## src/rtl/pipe_mem_stage.sv

```systemverilog
// Memory stage of the 5-stage pipeline.
// Holds the EXE/MEM pipeline register and runs loads and stores over a
// variable-latency req/ack data-memory bus. Upstream stages are frozen while
// an access is outstanding. Each finished instruction is handed to MEM/WB
// with a one-cycle mdone strobe.
`timescale 1ns/1ps

module pipe_mem_stage #(
    parameter int unsigned TIMEOUT = 16   // legal range 2..255
) (
    input  logic        clock,
    input  logic        reset,
    // execute-stage outputs
    input  logic        evalid,
    input  logic        ewreg,
    input  logic        em2reg,
    input  logic        ewmem,
    input  logic [31:0] ealu,
    input  logic [31:0] eb,
    input  logic [4:0]  ern,
    // data-memory bus
    output logic        dmem_req,
    output logic        dmem_we,
    output logic [31:0] dmem_addr,
    output logic [31:0] dmem_wdata,
    input  logic        dmem_ack,
    input  logic [31:0] dmem_rdata,
    // pipeline control and MEM/WB results
    output logic        mstall,
    output logic        mdone,
    output logic        merr,
    output logic        mwreg,
    output logic        mm2reg,
    output logic [4:0]  mrn,
    output logic [31:0] malu,
    output logic [31:0] mmo
);

    typedef enum logic [1:0] {
        S_IDLE = 2'd0,
        S_WAIT = 2'd1,
        S_DONE = 2'd2
    } state_t;

    // The last WAIT cycle, counted from 0, in which an ack is still accepted.
    localparam logic [7:0] LAST_WAIT = 8'(TIMEOUT - 1);

    state_t      state_q;
    logic        valid_q;
    logic        wreg_q;
    logic        m2reg_q;
    logic        wmem_q;
    logic [31:0] alu_q;
    logic [31:0] b_q;
    logic [4:0]  rn_q;
    logic [31:0] mmo_q;
    logic        fault_q;
    logic [7:0]  cnt_q;

    // A memory op in execute. It is misaligned when the low address bits are set.
    logic e_mem_op;
    logic e_misalign;
    logic in_wait;

    assign e_mem_op   = evalid & (em2reg | ewmem);
    assign e_misalign = e_mem_op & (ealu[1:0] != 2'b00);
    assign in_wait    = (state_q == S_WAIT);

    // FSM and M register. It captures from execute whenever it is not stalled,
    // and otherwise tracks the outstanding access.
    // NOTE: all state here is written with non-blocking assignments, so every
    // register sees the pre-edge value of every other register.
    always_ff @(posedge clock or posedge reset) begin
        if (reset) begin
            state_q <= S_IDLE;
            valid_q <= 1'b0;
            wreg_q  <= 1'b0;
            m2reg_q <= 1'b0;
            wmem_q  <= 1'b0;
            alu_q   <= '0;
            b_q     <= '0;
            rn_q    <= '0;
            mmo_q   <= '0;
            fault_q <= 1'b0;
            cnt_q   <= '0;
        end else begin
            case (state_q)
                S_WAIT: begin
                    cnt_q <= cnt_q + 8'd1;
                    if (dmem_ack) begin
                        // An ack takes priority over a timeout in the same cycle.
                        if (m2reg_q) begin
                            mmo_q <= dmem_rdata;
                        end
                        state_q <= S_DONE;
                    end else if (cnt_q == LAST_WAIT) begin
                        fault_q <= 1'b1;
                        mmo_q   <= '0;
                        state_q <= S_DONE;
                    end
                end
                default: begin
                    // IDLE or DONE: the stage is free, so take the next instruction.
                    valid_q <= evalid;
                    wreg_q  <= ewreg;
                    m2reg_q <= em2reg;
                    wmem_q  <= ewmem;
                    alu_q   <= ealu;
                    b_q     <= eb;
                    rn_q    <= ern;
                    mmo_q   <= '0;
                    fault_q <= e_misalign;
                    cnt_q   <= '0;
                    state_q <= (e_mem_op && !e_misalign) ? S_WAIT : S_IDLE;
                end
            endcase
        end
    end

    // The bus is driven only during WAIT, so it stays quiet otherwise and drops
    // as soon as reset clears the state.
    assign dmem_req   = in_wait;
    assign dmem_we    = in_wait & wmem_q;
    assign dmem_addr  = in_wait ? alu_q : 32'd0;
    assign dmem_wdata = in_wait ? b_q   : 32'd0;

    assign mstall = in_wait;
    // DONE is only ever reached with a valid instruction in M.
    assign mdone  = ((state_q == S_IDLE) & valid_q) | (state_q == S_DONE);
    assign merr   = mdone & fault_q;
    assign mwreg  = valid_q & wreg_q & ~fault_q;
    assign mm2reg = m2reg_q;
    assign mrn    = rn_q;
    assign malu   = alu_q;
    assign mmo    = mmo_q;

endmodule

```

## config.mk

```make
export PLATFORM = sky130hd
export DESIGN_NAME = pipe_mem_stage
export DESIGN_NICKNAME = d
export VERILOG_FILES = /design/src/rtl/pipe_mem_stage.sv
export SDC_FILE = /design/constraint.sdc
export NUM_CORES = 1
export LEC_CHECK = 0
export ABC_CLOCK_PERIOD_IN_PS = 5830
export CELL_PAD_IN_SITES_DETAIL_PLACEMENT = 2
export CELL_PAD_IN_SITES_GLOBAL_PLACEMENT = 2
export CORE_MARGIN = 4
export CORE_UTILIZATION = 26
export DETAILED_ROUTE_END_ITERATION = 7
export HOLD_SLACK_MARGIN = 0.05
export PLACE_DENSITY_LB_ADDON = 0.1
export SYNTH_ARGS = -nofsm -noshare
export SYNTH_HDL_FRONTEND = slang
export SYNTH_SLANG_ARGS = --single-unit
```

## constraint.sdc

```tcl
create_clock -name clock -period 5.83 [get_ports clock]
set_input_delay 1.166 -clock clock [delete_from_list [all_inputs] [get_ports clock]]
set_output_delay 1.166 -clock clock [all_outputs]
set_load 0.01 [all_outputs]
```

==> reports/results.tsv <==
stage	metric	value	unit
outcome	status	completed	
route	drt_first_pass_iters	4	
cells_and_area	drive_gt1_frac	0.06214	
sta	hold_viol	0	
global_route	grt_pass1_vias	5269	
floorplanning	core	18960	µm²
route	finalWirelength	19.78	mm
worst_setup_path	worstPathRequired	4.66	ns
route	ant_nets	0	
yosys	ys_seq_elements	116	
yosys	post_synth.cell_area_avg	11.52	µm²
global_route	met2_usage	0.3021	
sta	rsz0062_at_grt	no	
clock_tree	clk_path_buf_depth	2	
global_route	grt-busiest-layer	met2	
sta	drv_slew	0	
pwr	leakage	3.762	nW
sta	tns	0	ns
clock_tree	htree_levels	4	
yosys	ys_types	34	
min_path	hold_end	wreg_q	
clock_tree	post-cts-setup-buffers	0	
flow_run	drv_cap	0	
floorplanning	die_area	21890	µm²
placement	placed_cells	920	
clock_tree	cts_hold_buf	0	
clock_tree	cts.clk_slew.worst_paths	0.05	ns
floorplanning	start_util	0.2687	
worst_setup_path	crit_path_cell_trace	nand2b_4 -> inv_2 -> buf_4 -> and2_1 -> clkdlybuf4s50_1	
worst_setup_path	critical_path.max_stage_delay	0.67	ns
cells_and_area	final_cells	952	
min_path	hold_start	wreg_q	
worst_setup_path	cp-end-kind	output pin	
floorplanning	die_w	148.0	µm
global_route	met1_usage	0.2135	
sta	worst_slack	1.732	ns
global_route	grtUsageTotal	0.1839	
yosys	ys_warn_count	0	
placement	place_congestion	0.7451	
yosys	yosysSeqAreaShare	0.5699	
route	vias_per_cell	4.676	
floorplanning	ios	248	
clock_tree	clk_latency	0.41	ns
route	avgRoutedWirePerCell	20.78	µm
cells_and_area	fin_nets	788	
min_path	hold_class	register to register	
worst_setup_path	crit_type	register to output pin	
worst_setup_path	ff2ff_setup_slack	2.48	ns
sta	tightest_slew	1.250	ns
worst_setup_path	r2r_cells	6	
placement	dpl.hpwl	13.90	mm
sta	max_freq	244.0	MHz
floorplanning	die_h	148.0	µm
clock_tree	numCtsBuffers	17	
placement	post-place-ws	2.089	ns
worst_setup_path	r2r-end	mmo[4]	
global_route	grt_pass1_wl	31.22	mm
sta	finalCritPeriodShare	0.7028	
cells_and_area	diodes	0	
yosys	synth_cells	442	
sta	period_needed	4.098	ns
cells_and_area	syn_to_final_growth	63.60	%
worst_setup_path	crit_arrival	2.93	ns
clock_tree	root_buffer	clkbuf_16	
cells_and_area	fill_cells	1981	
clock_tree	cts_tree	yes	
pwr	power_density	278.3	nW/µm²
yosys	syn-num-nets	551	
global_route	grt_util_met3	0.08952	
pwr	ir_drop	0.1993	mV
route	drt-initial-drc-count	130	
route	vias	4452	
floorplanning	rows	50	
sta	finClkSkew	0.009218	ns
placement	io_buffers	247	
worst_setup_path	slowest_stage	inv_2	
worst_setup_path	cp-start-kind	register	
cells_and_area	final_common_cell	clkdlybuf4s50_1	
global_route	grt_max_degree	85	
worst_setup_path	crit_path_max_fanout	65	
clock_tree	cts-resized-gates	0	
sta	setup_viol	0	
yosys	netlist_area	5094	µm²
clock_tree	cts_sinks	116	
min_path	whs_path_depth	2	
global_route	grt_overflow	0	
cells_and_area	final_cell_mix	clkdlybuf4s50_1 (247), dfrtp_1 (115), and2_1 (67)	
global_route	antenna_found_initial	0	
sta	slew_headroom	0.1648	
worst_setup_path	r2r-start	state_q[1]	
route	drc	0	
==> power breakdown <==
part	internal, W	total (W)	leakage [nW]	switching (W)
clock	0.000634	0.00101	0.276	0.000377
sequential	0.000866	0.000905	1.46	0.0000394
combinational	0.000231	0.000404	2.03	0.000173
total	0.00173	0.00232	3.76	0.000589
==> registers in the layout (all words and copies together), names as in the netlist <==
signal and flops:
cnt_q 8, mmo 32, b_q 32, mrn 5
wreg_q 1, malu 32, state_q 2, fault_q 1
wmem_q 1, mm2reg 1, valid_q 1
==> stage by stage <==
stage / hold WS (ns) / util / power, W / instance area, µm²
after floorplan: 0.4310 / - / 0.001076 / 5094
after global placement: 0.4567 / 0.4100 / 0.001318 / 7772
after detailed placement: 0.4697 / 0.4100 / 0.001329 / 7772
after CTS: 0.4819 / 0.4396 / 0.002361 / 8333
after global routing: 0.5019 / 0.4396 / 0.002440 / 8333
final: 0.4770 / 0.4396 / 0.002319 / 8333
==> final cells by class <==
type / count / area (µm²) / share of cell area
inverter: 3 / 13.76 / 0.001652
clock buffer: 21 / 450.4 / 0.05405
timing repair buffer: 253 / 2517 / 0.3021
clock inverter: 11 / 110.1 / 0.01321
sequential: 116 / 2904 / 0.3485
tap: 260 / 325.3 / 0.03904
multi-input combinational: 288 / 2012 / 0.2414
==> worst max path at each step <==
stage                           from              to  slack (ns)
after floorplan                reset          b_q[0]        1.59
after global placement    state_q[1]  dmem_wdata[13]        2.16
after detailed placement  state_q[1]   dmem_wdata[0]        2.09
after CTS                 state_q[1]   dmem_wdata[0]        1.64
after global routing      state_q[1]  dmem_wdata[11]        1.47
final                     state_q[1]   dmem_wdata[0]        1.73
==> synthesized netlist by cell type (all sizes together) <==
library cell  number  share of area
mux2i             32          0.063
buf               19          0.023
nand2b             1         0.0012
ha                 1         0.0025
xor2               1         0.0017
and3b              1         0.0017
nor2               7         0.0084
o22ai             32          0.039
nor4               1         0.0012
nand3              3         0.0039
a21oi              3         0.0029
nand2             26          0.019
o21a               1         0.0015
o32ai              1         0.0017
dfrtp            116           0.57
o2111a             1         0.0022
o211ai             1         0.0015
or2                1         0.0012
and2              67          0.082
xnor2              2         0.0034
a21o              65          0.096
nand3b            32          0.047
inv                3         0.0022
a211o              1         0.0017
clkbuf            16          0.012
nand4              1         0.0012
o21ai              3         0.0029
or4                1         0.0022
or3                3         0.0037
==> logic make-up (layout without fill, tap and decap cells) <==
group           count (synthesis)  count (layout)  share of synthesized area
xor+xnor                        3               3                   0.005159
simple gates                  144             144                     0.1734
compound gates                108             108                     0.1496
mux                            32              32                    0.06288
buf+inv                        38             288                    0.03660
fa+ha+maj                       1               1                   0.002456
flops                         116             116                     0.5699
==> per-layer routing <==
| metal | share of wire | routed length [µm] | vias up |
|---|---|---|---|
| met5 | 0 | 0 | - |
| met4 | 0.014 | 281 | 0 |
| met3 | 0.097 | 1922 | 20 |
| met2 | 0.49 | 9713 | 168 |
| met1 | 0.40 | 7863 | 2251 |
| li1 | - | - | 2013 |
==> worst max-delay path, delay by kind of cell, from the launching register on <==
kind          cells  cell delay (ns)
buf+inv           3             1.74
flops             1             0.37
simple gates      2             0.36
Note: power is estimated with default switching activity, not from simulation.
